<file path="src/rtl/keypad_pkg.sv">
// Shared types, defaults and key map for the hex keypad scanner.
// Row/column indices are 0..3; row and column lines are active-low.
package keypad_pkg;

    typedef enum logic [1:0] {
        SCAN       = 2'd0,
        PRESS_DB   = 2'd1,
        HOLD       = 2'd2,
        RELEASE_DB = 2'd3
    } kp_state_e;

    localparam int DWELL_DEFAULT    = 1000;
    localparam int DEBOUNCE_DEFAULT = 1_000_000;

    function automatic logic [3:0] key_map(input logic [1:0] r, input logic [1:0] c);
        logic [3:0] code;
        case ({r, c})
            4'b00_00: code = 4'h1;
            4'b00_01: code = 4'h2;
            4'b00_10: code = 4'h3;
            4'b00_11: code = 4'hA;
            4'b01_00: code = 4'h4;
            4'b01_01: code = 4'h5;
            4'b01_10: code = 4'h6;
            4'b01_11: code = 4'hB;
            4'b10_00: code = 4'h7;
            4'b10_01: code = 4'h8;
            4'b10_10: code = 4'h9;
            4'b10_11: code = 4'hC;
            4'b11_00: code = 4'h0;
            4'b11_01: code = 4'hF;
            4'b11_10: code = 4'hE;
            default:  code = 4'hD;
        endcase
        return code;
    endfunction

    // Index of the low bit; only meaningful when exactly one bit is low.
    function automatic logic [1:0] low_row_index(input logic [3:0] rs);
        logic [1:0] idx;
        idx = 2'd0;
        for (int i = 3; i >= 0; i--) begin
            if (!rs[i]) idx = 2'(i);
        end
        return idx;
    endfunction

endpackage

</file>
<file path="src/rtl/stable_counter.sv">
// Stability counter: counts cycles where match holds while enabled.
// done flags the last required stable cycle; the count never wraps.
module stable_counter #(
    parameter int DEBOUNCE = 1_000_000
) (
    input  logic clk,
    input  logic reset,
    input  logic enable,
    input  logic match,
    input  logic clear,
    output logic done
);

    localparam int CW = (DEBOUNCE > 2) ? $clog2(DEBOUNCE) : 1;

    logic [CW-1:0] cnt;

    assign done = (cnt == CW'(DEBOUNCE - 1));

    always_ff @(posedge clk or negedge reset) begin
        if (!reset) begin
            cnt <= '0;
        end else if (clear) begin
            cnt <= '0;
        end else if (enable && match && !done) begin
            cnt <= cnt + 1'b1;
        end
    end

endmodule

</file>
<file path="src/rtl/hex_keypad_entry.sv">
// 4x4 hex keypad scanner with press/release debounce and a 4-key history.
//   state      | meaning
//   SCAN       | rotate column drive, look for a single low row at dwell end
//   PRESS_DB   | hold column, require a stable press pattern for DEBOUNCE cycles
//   HOLD       | key accepted, wait for all rows high
//   RELEASE_DB | require all rows high for DEBOUNCE cycles before rescanning
module hex_keypad_entry
    import keypad_pkg::*;
#(
    parameter int DWELL    = DWELL_DEFAULT,
    parameter int DEBOUNCE = DEBOUNCE_DEFAULT
) (
    input  logic        clk,
    input  logic        reset,
    output logic [3:0]  col,
    input  logic [3:0]  row,
    output logic        key_valid,
    output logic [3:0]  key_code,
    output logic [15:0] data_out
);

    localparam int DW = $clog2(DWELL);

    kp_state_e     state, state_next;
    logic [3:0]    rs_meta, rs;
    logic [1:0]    col_idx, col_idx_next;
    logic [1:0]    row_idx;
    logic [3:0]    row_pat;
    logic [DW-1:0] dwell_cnt;
    logic          dwell_end;
    logic          latch_hit, accept;
    logic          db_enable, db_match, db_clear, db_done;

    always_ff @(posedge clk or negedge reset) begin
        if (!reset) begin
            rs_meta <= 4'hF;
            rs      <= 4'hF;
        end else begin
            rs_meta <= row;
            rs      <= rs_meta;
        end
    end

    assign col       = ~(4'b0001 << col_idx);
    assign dwell_end = (dwell_cnt == DW'(DWELL - 1));
    assign db_enable = (state == PRESS_DB) || (state == RELEASE_DB);

    stable_counter #(.DEBOUNCE(DEBOUNCE)) u_stable_counter (
        .clk    (clk),
        .reset  (reset),
        .enable (db_enable),
        .match  (db_match),
        .clear  (db_clear),
        .done   (db_done)
    );

    always_ff @(posedge clk or negedge reset) begin
        if (!reset) begin
            state   <= SCAN;
            col_idx <= 2'd0;
        end else begin
            state   <= state_next;
            col_idx <= col_idx_next;
        end
    end

    always_comb begin
        state_next   = state;
        col_idx_next = col_idx;
        latch_hit    = 1'b0;
        accept       = 1'b0;
        db_clear     = 1'b0;
        db_match     = 1'b0;
        case (state)
            SCAN: begin
                if (dwell_end) begin
                    if ($onehot(~rs)) begin
                        latch_hit  = 1'b1;
                        db_clear   = 1'b1;
                        state_next = PRESS_DB;
                    end else begin
                        col_idx_next = col_idx + 2'd1;
                    end
                end
            end
            PRESS_DB: begin
                db_match = (rs == row_pat);
                if (!db_match) begin
                    state_next   = SCAN;
                    col_idx_next = col_idx + 2'd1;
                end else if (db_done) begin
                    accept     = 1'b1;
                    state_next = HOLD;
                end
            end
            HOLD: begin
                if (rs == 4'hF) begin
                    db_clear   = 1'b1;
                    state_next = RELEASE_DB;
                end
            end
            RELEASE_DB: begin
                db_match = (rs == 4'hF);
                if (!db_match) begin
                    state_next = HOLD;
                end else if (db_done) begin
                    state_next   = SCAN;
                    col_idx_next = col_idx + 2'd1;
                end
            end
            default: state_next = SCAN;
        endcase
    end

    // Dwell counter sits at zero outside SCAN, so every SCAN entry starts fresh.
    always_ff @(posedge clk or negedge reset) begin
        if (!reset) begin
            dwell_cnt <= '0;
        end else if (state != SCAN || dwell_end) begin
            dwell_cnt <= '0;
        end else begin
            dwell_cnt <= dwell_cnt + 1'b1;
        end
    end

    always_ff @(posedge clk or negedge reset) begin
        if (!reset) begin
            row_pat   <= 4'hF;
            row_idx   <= 2'd0;
            key_valid <= 1'b0;
            key_code  <= 4'h0;
            data_out  <= 16'h0000;
        end else begin
            key_valid <= accept;
            if (latch_hit) begin
                row_pat <= rs;
                row_idx <= low_row_index(rs);
            end
            if (accept) begin
                key_code <= key_map(row_idx, col_idx);
                data_out <= {data_out[11:0], key_map(row_idx, col_idx)};
            end
        end
    end

endmodule

</file>
<file path="config.mk">
export PLATFORM = sky130hd
export DESIGN_NAME = hex_keypad_entry
export DESIGN_NICKNAME = d
export VERILOG_FILES = /design/src/rtl/keypad_pkg.sv /design/src/rtl/stable_counter.sv /design/src/rtl/hex_keypad_entry.sv
export SDC_FILE = /design/constraint.sdc
export NUM_CORES = 1
export LEC_CHECK = 0
export CORE_MARGIN = 2
export CORE_UTILIZATION = 55
export DETAILED_ROUTE_END_ITERATION = 10
export GPL_ROUTABILITY_DRIVEN = 0
export PLACE_DENSITY = 0.77
export SLEW_MARGIN = 10
export SYNTH_ARGS = -nofsm -noshare
export SYNTH_HDL_FRONTEND = slang
export SYNTH_HIERARCHICAL = 1
export SYNTH_SLANG_ARGS = --single-unit
</file>
<file path="constraint.sdc">
create_clock -name clk -period 3.92 [get_ports clk]
set_input_delay 0.98 -clock clk [delete_from_list [all_inputs] [get_ports clk]]
set_output_delay 0.98 -clock clk [all_outputs]
set_load 0.05 [all_outputs]
</file>
# [Word level (Yosys, flattened, before mapping)]
# Memory sizes are Yosys's and may differ from the RTL's. A register that Yosys moved wholly into a read port is not among the register bits.
# Index checks and enable logic that the tools add are counted.
# Widths: inputs -> output; s select.
[totals] ff_bits=65 mem_bits_ro=128 memories=2
[mem_list] memory="(name not given)" depth=16 word_bits=4 rd=1 rd_ports_with_merged_regs=1 wr=0 line="keypad_pkg.sv:17" source="case ({r, c})"
[mem_list] memory="(name not given)" depth=16 word_bits=4 rd=1 rd_ports_with_merged_regs=1 wr=0 line="keypad_pkg.sv:17"
[op_classes] bitwise=2 shifts=1 add_sub_neg=6 n_reduce_logical=13 eq_ne=17 muxes=30
[ops] cell="$mux 20" n=2
[ops] cell="$mux 2" n=16
[ops] cell="$add 20x1->20 const B" n=1
[ops] cell="$eq 20x20->1 const B" n=1
[ops] cell="$add 10x1->10 const B" n=1
[ops] cell="$eq 10x10->1 const B" n=1
[ops] cell="$mux 10" n=1
[ops] cell="$ne 2x2->1 const B" n=5
[ops] cell="$not 4->4" n=2
[ops] cell="$pmux 2 s4" n=1
[ops] cell="$mux 1" n=7
[ops] cell="$ne 3x2->1 const B" n=2
[ops] cell="$pmux 2 s3" n=1
[ops] cell="$reduce_and 6->1" n=1
[ops] cell="$reduce_and 5->1" n=1
[ops] cell="$add 1x1->2" n=2
[ops] cell="$eq 2x2->1 const B" n=2
[ops] cell="$eq 4x4->1" n=1
[ops] cell="$eq 4x4->1 const B" n=1
[ops] cell="$ne 2x1->1 const B" n=2
[ops] cell="$pmux 1 s2" n=2
[ops] cell="$reduce_bool 2->1" n=2
[ops] cell="$shl 1x2->4 const A" n=1
[ops] cell="$add 2x2->3" n=1
[ops] cell="8 further kinds" n=12

# [Depth between registers and ports, before layout]
# Gate-level depths: netlist (run 1).
[logic_depth] word_depth=8 depth_mapped=11 ltp_nobuf=10

# [Hierarchy]
# Netlist (run 1), hierarchy kept.
[by_module_without_submodules] mod="hex_keypad_entry" area_each_um2=2163.3 cells_each=179 n_inst=1
[by_module_without_submodules] mod="stable_counter" area_each_um2=1141.1 cells_each=122 n_inst=1

# [Least setup slack after synthesis (run 1)]
# OpenSTA, ideal clock, no wires.
[synth_path] kind="reg2reg" startpoint="reg rs[1]" endpoint="reg u_stable_counter.cnt[0]" arrival_time_ns=2.751 t_required_ns=3.788 path_stages_with_launch=11 setup_time_ns=0.132 path_slack_ns=1.038 synth_period_minus_slack_ns=2.882 n_path_buf=2 cell_sequence="dfstp_2 -> fa_1 -> inv_1 -> ha_1 -> ha_1 -> nor3b_1 -> nand3b_1 -> a21oi_1 -> clkbuf_1 -> clkbuf_1 -> nor2_1"
[synth_via] elab_chain_cells=8
[synth_rtl] element="from (decl)" line="hex_keypad_entry.sv:25" source="logic [3:0] rs_meta, rs;"
[synth_rtl] element="from (signal assigned)" line="hex_keypad_entry.sv:40" source="rs <= rs_meta;"
[synth_rtl] element="$not 4->4" line="hex_keypad_entry.sv:77" source="if ($onehot(~rs)) begin"
[synth_rtl] element="$add 1x1->2 (not written as such)" line="hex_keypad_entry.sv:77"
[synth_rtl] element="$add 2x2->3 (not written as such)" line="hex_keypad_entry.sv:77"
[synth_rtl] element="$eq 3x1->1" line="hex_keypad_entry.sv:77"
[synth_rtl] element="$mux 1" line="hex_keypad_entry.sv:77"
[synth_rtl] element="$mux 1" line="hex_keypad_entry.sv:76" source="if (dwell_end) begin"
[synth_rtl] element="$pmux 1 s2 *" line="hex_keypad_entry.sv:74" source="case (state)"
[synth_rtl] element="named net db_clear" line="hex_keypad_entry.sv:32" source="logic db_enable, db_match, db_clear, db_done;"
[synth_rtl] element="$mux 20 / $reduce_bool 2->1 (equally long branches)"
[synth_rtl] element="to (signal assigned)" line="stable_counter.sv:26" source="cnt <= cnt + 1'b1;"
[synth_rtl] element="to (decl)" line="stable_counter.sv:16" source="logic [CW-1:0] cnt;"
# The timed path passes the listed nets; every way through them passes the cells marked *.
# A chain may end at the register's enable or synchronous reset.

# [Final worst setup path (run 1)]
[layout_path] startpoint="reg col_idx[0]" endpoint="out col[0]"
[layout_via] elab_chain_cells=2
[layout_rtl] element="from (decl)" line="hex_keypad_entry.sv:26" source="logic [1:0] col_idx, col_idx_next;"
[layout_rtl] element="from (signal assigned)" line="hex_keypad_entry.sv:63" source="col_idx <= col_idx_next;"
[layout_rtl] element="$shl 1x2->4" line="hex_keypad_entry.sv:44" source="assign col = ~(4'b0001 << col_idx);"
[layout_rtl] element="$not 4->4" line="hex_keypad_entry.sv:44"
[layout_rtl] element="to (decl)" line="hex_keypad_entry.sv:15" source="output logic [3:0] col,"
# Every way passes these cells.

==> out/qor.txt, run 1 <==
Status: completed
Wire length of the first global-routing pass: 9770 um
Die height: 81.51 um
Final setup vio count: 0
Max cap viols: 0
Drt total wl: 5738 um
Sequential Power Share: 0.514
Post-synth EDFFs: 0
Worst-Skew Late Latency: 0.35 ns
Area leader, netlist: dfrtp_1
Pwr dens: 343.8 nW/um2
Core area: 5851 um2
FF/Latch Area: 1642 um2
Most common cell on crit path: inv_1
Fin crit share: 0.7824
Clock share of power: 0.461
# Post-CTS Setup Buffers: 0
Synth top area share: 0.4014
Layout cell share with drive strength beyond 1: 0.1858
Initial core utilization: 0.5648
Vias: 2316
Number of diodes: 0
CP Cell Sequence: inv_1, ha_1, inv_1, clkdlybuf4s50_1
CTS sink cnt: 65
# DRC: 0
Switching pwr: 0.3019 mW
Post-layout util: 0.6606
Rows: 28
Layout Nets: 351
Via density per instance: 5.594
Pins Over Slew Limit: 0
CTS buffer count: 9
Syn_nets: 318
1st-pass router iterations: 4
Worst Setup Path Type: reg2out
Yosys warning count: 10
Static leakage: 1.721 nW
Fmax: 0.3260 GHz
Max incr delay on CP: 0.79 ns
Clk pin slew, worst setup/hold paths: 0.08 ns
Fin crit period: 3.067 ns
Vias in the first global route: 2197
Multi-input gate area: 1531 um2
Setup_tns: 0 ns
Antenna violations before repair: 0
Hpwl dp: 3985 um
DR iter-0 viols: 83
Fill cells: 456
Area growth syn-to-layout: 16.96%
Die area: 6644 um2
Ys flop type: dfrtp_1
Clock root buffer: clkbuf_8
VDD IR-drop max: 0.2414 mV
Ports: 31
Relative slew slack: 0.5300
Flops & latches, synth: 65
TritonCTS clock tree: done
Cells after synthesis: 301
Wirelength per Cell: 13.86 um
CP top delay family: buffers and inverters
Async SR Flop Fraction: 1.000
Global route overflow: 0
Ranking of synthesized cells by area: dfrtp_1, dfstp_2, mux2_2
Largest net degree at the start of global routing: 29
Syn Std Cell Area: 3304 um2
H-Tree Depth: 3
# resized after CTS: 0
Die Wd: 81.51 um
IO Port Bufs: 30
Final ANT Viol Nets: 0
CP Launch Type: flop
GRT Resource Usage Total: 0.1951
Seq/Total Area, Yosys: 0.4968
Combinational share of power: 0.026
Crit-path max FO: 8
CTS Hold Bufs: 0
Area post-placement: 3645 um2
Mean Syn Cell Area: 10.98 um2
Final Cell Area: 3865 um2
Slew @ Worst Pin: 0.6985 ns
Final Hold Fails: 0
Clk_skew: 0.009099 ns
Slowest CP cell: clkdlybuf4s50_1
Crit. End Element: output port
CP bufs+invs: 3
Arr. time, crit path: 2.09 ns
Synth cell types: 46
RSZ-0062 raised after global routing: no
Min-Delay Path Class: reg2reg
Worst Path Required: 2.94 ns
Switching Fraction: 0.2272
Internal power: 1.027 mW
Clock Tree Buf Depth: 2
cells by family after synthesis:
group	Yosys count	synth area share
xor+xnor	18	0.04771
buf+inv	26	0.03976
flops	65	0.4968
compound gates	43	0.08558
simple gates	112	0.1882
mux	26	0.09807
fa+ha+maj	11	0.04392
synth_stat cells (2+ instances only):
cell type  instances
dfrtp_1           53
nor2_1            24
nand2_1           22
a21oi_1           14
inv_1             14
mux2_2            14
dfstp_2           12
o21ai_0           12
ha_1              10
nand3_1           10
nand4_1           10
xor2_1            10
mux2_4             9
or4_1              8
xnor2_1            8
o31ai_1            7
and3_1             5
buf_4              5
clkbuf_1           5
nor3_1             5
or3_1              5
nor4_1             4
nand2b_1           3
a21boi_0           2
a2bb2oi_1          2
and2_1             2
buf_6              2
mux2i_1            2
nor2b_1            2
nor3b_1            2
o211ai_1           2
or2_2              2
power by group through the flow:
stage / clock network (mW) / registers [mW] / logic [mW]
2_1_floorplan: 0 / 0.694 / 0.0125
4_1_cts: 0.632 / 0.683 / 0.0357
3_5_place_dp: 0 / 0.695 / 0.0353
3_3_place_gp: 0 / 0.695 / 0.0336
5_1_grt: 0.659 / 0.684 / 0.0400
6_report: 0.612 / 0.683 / 0.0340
worst reg2reg max path: stages (launching register included):
cell and delay [ns]:
dfstp_2 0.60, fa_1 0.43, inv_1 0.06, ha_1 0.13, ha_1 0.22, nor3b_1 0.47, nand3b_1 0.13, a21oi_1 0.16
buf_4 0.28, nor2_1 0.08, mux2_1 0.29
layer usage:
layer	share of wire	routed length [um]	up-vias	GRT usage
met5	0	0	-	0
met4	0.017	96	0	0.07458
met3	0.043	245	9	0.06923
met2	0.48	2731	46	0.3189
met1	0.46	2664	1129	0.2370
li1	-	-	1132	-
flip-flops by register name, indices dropped and copies added, names as in the netlist:
register / count
u_stable_counter/cnt: 20
data_out: 16
dwell_cnt: 10
row_pat: 4
rs: 4
rs_meta: 4
col_idx: 2
row_idx: 2
state: 2
key_valid: 1
worst paths after layout:
kind / depth (start not counted) / slack (ns) / endpoint / start
worst max-delay path: 4 / 0.85 / col[0] / col_idx[0]
worst min-delay path: 0 / 0.36 / rs[3] / rs_meta[3]
worst max register to register: 10 / 0.94 / u_stable_counter/cnt[16] / rs[3]
worst min register to register: 0 / 0.36 / rs[3] / rs_meta[3]
max in group asynchronous: 2 / 2.51 / row_pat[1] / reset
min in group asynchronous: 1 / 0.61 / data_out[12] / reset
final cells by class:
type / instances / share of cell area
clock inverters: 6 / 0.01845
multi-input cells: 210 / 0.3962
inverters: 14 / 0.01360
well taps: 75 / 0.02428
clock buffers: 10 / 0.03852
repair buffers: 34 / 0.08417
flip-flops and latches: 65 / 0.4247
layout by cell type (no fill, tap or decap), drive strengths merged, types with 3 or more instances in the layout:
| cell | n |
|---|---|
| nand2b | 3 |
| clkbuf | 10 |
| ha | 10 |
| or3 | 5 |
| nor4 | 4 |
| and3 | 5 |
| a21oi | 14 |
| clkdlybuf4s50 | 29 |
| nand3 | 12 |
| o31ai | 7 |
| nand2 | 22 |
| buf | 5 |
| dfrtp | 53 |
| nor2 | 24 |
| dfstp | 12 |
| nor3 | 6 |
| or4 | 8 |
| xnor2 | 8 |
| mux2 | 24 |
| nand4 | 10 |
| inv | 16 |
| xor2 | 10 |
| o21ai | 12 |
through the flow:
| step | worst slack (ns) | total power [mW] | cells | hold slack [ns] |
|---|---|---|---|---|
| 2_1_floorplan | 1.038 | 0.7069 | 301 | 0.3452 |
| 3_3_place_gp | 1.122 | 0.7284 | 398 | 0.3457 |
| 6_report | 0.8528 | 1.329 | 414 | 0.3589 |
| 4_1_cts | 0.8425 | 1.351 | 414 | 0.3609 |
| 5_1_grt | 0.7424 | 1.382 | 414 | 0.3660 |
| 3_5_place_dp | 1.004 | 0.7307 | 398 | 0.3493 |
Power figures use the tool's default switching activity.
==> run 2: changes to the inputs <==
--- a/config.mk
+++ b/config.mk
@@ -6,10 +6,10 @@
 export NUM_CORES = 1
 export LEC_CHECK = 0
 export CORE_MARGIN = 2
-export CORE_UTILIZATION = 55
+export CORE_UTILIZATION = 52
 export DETAILED_ROUTE_END_ITERATION = 10
 export GPL_ROUTABILITY_DRIVEN = 0
-export PLACE_DENSITY = 0.77
+export PLACE_DENSITY = 0.76
 export SLEW_MARGIN = 10
 export SYNTH_ARGS = -nofsm -noshare
 export SYNTH_HDL_FRONTEND = slang
==> constraint.sdc (replaced) <==
create_clock -name clk -period 2.55 [get_ports clk]
set_input_delay 0.6375 -clock clk [delete_from_list [all_inputs] [get_ports clk]]
set_output_delay 0.6375 -clock clk [all_outputs]
set_load 0.05 [all_outputs]
==> out/qor.txt, run 2 (synthesis gave the netlist of run 1 again) <==
Vias: 2482 (was 2316)
Worst-Skew Late Latency: 0.35 ns (about the same)
CP Launch Type: flop (unchanged)
Commonest non-fill, non-tap cell in the layout: dfrtp_1 (unchanged)
Largest net degree at the start of global routing: 46 (was 29)
Worst reg2reg path endpoint: u_stable_counter/cnt[2] (was u_stable_counter/cnt[16])
Final setup vio count: 0 (unchanged)
Rows: 29 (was 28)
Max incr delay on CP: 0.57 ns (was 0.79 ns)
Combinational share of power: 0.041 (was 0.026)
Max cap viols: 0 (unchanged)
Die area: 7008 um2 (was 6644 um2)
Layout cell share with drive strength beyond 1: 0.2826 (was 0.1858)
Commonest non-fill, non-tap cells in the layout: dfrtp_1, buf_4, clkdlybuf4s50_1 (was dfrtp_1, clkdlybuf4s50_1, nor2_1)
# DRC: 0 (unchanged)
Worst Path Required: 2.78 ns (was 2.94 ns)
CTS Hold Bufs: 0 (unchanged)
Die Wd: 83.72 um (was 81.51 um)
TritonCTS clock tree: done (unchanged)
Setup ws final: 0.08230 ns (was 0.8528 ns)
Largest register FFs: 20 (unchanged)
Most common cell on crit path: ha_4 (was inv_1)
Reg2Reg Depth: 10 (unchanged)
Crit. End Element: flop (was output port)
Via density per instance: 5.578 (was 5.594)
Layout Nets: 380 (was 351)
Clk_skew: 0.008446 ns (was 0.009099 ns)
Slowest CP cell: dfstp_2 (was clkdlybuf4s50_1)
Fin crit period: 2.468 ns
Biggest registers after layout: u_stable_counter/cnt: 20 flops, data_out: 16 flops, dwell_cnt: 10 flops (unchanged)
Vias in the first global route: 2476 (was 2197)
Fin crit share: 0.9677
Final Hold Fails: 0 (unchanged)
Sequential Power Share: 0.523 (was 0.514)
Drt total wl: 6709 um (was 5738 um)
Final ANT Viol Nets: 0 (unchanged)
Number of diodes: 0 (unchanged)
Core area: 6241 um2 (was 5851 um2)
Switching pwr: 0.4492 mW (was 0.3019 mW)
Antenna violations before repair: 0 (unchanged)
Hpwl dp: 4346 um (was 3985 um)
Static leakage: 1.865 nW (was 1.721 nW)
Crit. path cell count: 10 (was 4)
Worst setup path endpoint: u_stable_counter/cnt[2] (was col[0])
Die height: 83.72 um (was 81.51 um)
VDD IR-drop max: 0.3520 mV (was 0.2414 mV)
GRT Resource Usage Total: 0.1997 (was 0.1951)
Min-Delay Path Class: in2async (was reg2reg)
Setup WS pre-CTS: 0.03116 ns (was 1.004 ns)
FF-to-FF setup slack: 0.08 ns (was 0.94 ns)
Switching Fraction: 0.2243 (was 0.2272)
Most flop-heavy register: u_stable_counter/cnt (unchanged)
1st-pass router iterations: 4 (unchanged)
DR iter-0 viols: 97 (was 83)
Arr. time, crit path: 2.70 ns (was 2.09 ns)
CTS sink cnt: 65 (unchanged)
Clock share of power: 0.436 (was 0.461)
Status: completed (unchanged)
Wirelength per Cell: 15.08 um (was 13.86 um)
Area post-placement: 3824 um2 (was 3645 um2)
Slew @ Worst Pin: 0.6269 ns (was 0.6985 ns)
Worst Setup Path Type: reg2reg (was reg2out)
CTS buffer count: 9 (unchanged)
Internal power: 1.554 mW (was 1.027 mW)
CP bufs+invs: 2 (was 3)
IO Port Bufs: 30 (unchanged)
Reg2Reg Launch Point: rs[0] (was rs[3])
Pwr dens: 483.0 nW/um2 (was 343.8 nW/um2)
Area growth syn-to-layout: 25.48% (was 16.96%)
Ports: 31 (unchanged)
Pins Over Slew Limit: 0 (unchanged)
Relative slew slack: 0.5807 (was 0.5300)
Crit-path max FO: 7 (was 8)
Clock root buffer: clkbuf_8 (unchanged)
Clk pin slew, worst setup/hold paths: 0.07 ns (was 0.08 ns)
Global route overflow: 0 (unchanged)
Final Cell Area: 4146 um2 (was 3865 um2)
Total power: 2.003 mW (was 1.329 mW)
Setup crit start: rs[0] (was col_idx[0])
CP top delay family: adder cells (was buffers and inverters)
RSZ-0062 raised after global routing: yes (was no)
H-Tree Depth: 3 (unchanged)
CP Cell Sequence: fa_1, inv_2, ha_4, ha_4, nor3b_2, nand3b_1, a21oi_2, buf_6, nor2b_1, mux2_4 (was inv_1, ha_1, inv_1, clkdlybuf4s50_1)
Initial core utilization: 0.5295 (was 0.5648)
Wire length of the first global-routing pass: 11210 um (was 9770 um)
Fmax: 0.4052 GHz
Clock Tree Buf Depth: 2 (unchanged)
[run 2: cell types whose count changed in the layout (fill, tap and decap cells not counted), moves of 2 or more]
cell             delta
inv_6               -2
clkdlybuf4s50_1     -4
ha_4                +2
ha_1                -2
nor4_1              -3
buf_4              +30
nor4_2              +3
[run 2: how the worst min path moves through the flow]
stage / startpoint / to / slack (ns) / depth (start not counted)
2_1_floorplan: reset / col_idx[0] / 0.34 / 0
4_1_cts: reset / data_out[13] / 0.25 / 1
3_5_place_dp: rs_meta[2] / rs[2] / 0.35 / 0
3_3_place_gp: rs_meta[2] / rs[2] / 0.35 / 0
6_report: reset / data_out[13] / 0.24 / 1
5_1_grt: reset / data_out[13] / 0.27 / 1
[run 2: routing by layer]
metal,global-route usage,routed length [um]
met5,0,0
met4,0.09384,121
met3,0.03759,271
met2,0.3302,3319
met1,0.2541,2997
[run 2: area by class of cell]
type,instances,area (um2)
fillers,487,2095
flip-flops and latches,65,1642
clock inverters,5,55.05
well taps,77,96.34
inverters,14,52.55
clock buffers,11,141.4
repair buffers,62,541.8
multi-input cells,211,1618
[run 2: metrics by stage]
stage	utilization	cells	hold WS (ns)	TNS, ns
5_1_grt	0.6644	445	0.2735	-0.2338
6_report	0.6644	445	0.2350	0
4_1_cts	0.6441	438	0.2482	0
2_1_floorplan	-	301	0.3419	0
3_5_place_dp	0.6127	422	0.3493	0
3_3_place_gp	0.6127	422	0.3461	0
[run 2: repair_timing]
action,4_1_cts,5_1_grt
buffers inserted,0,6
setup endpoints to repair,0,17
resized for setup,0,12
[run 2: power by group through the flow]
stage	sequential, mW	clock, mW	combinational (mW)
2_1_floorplan	1.07	0	0.0212
3_3_place_gp	1.07	0	0.0643
3_5_place_dp	1.07	0	0.0665
4_1_cts	1.05	0.895	0.0668
5_1_grt	1.05	0.939	0.0934
6_report	1.05	0.873	0.0820
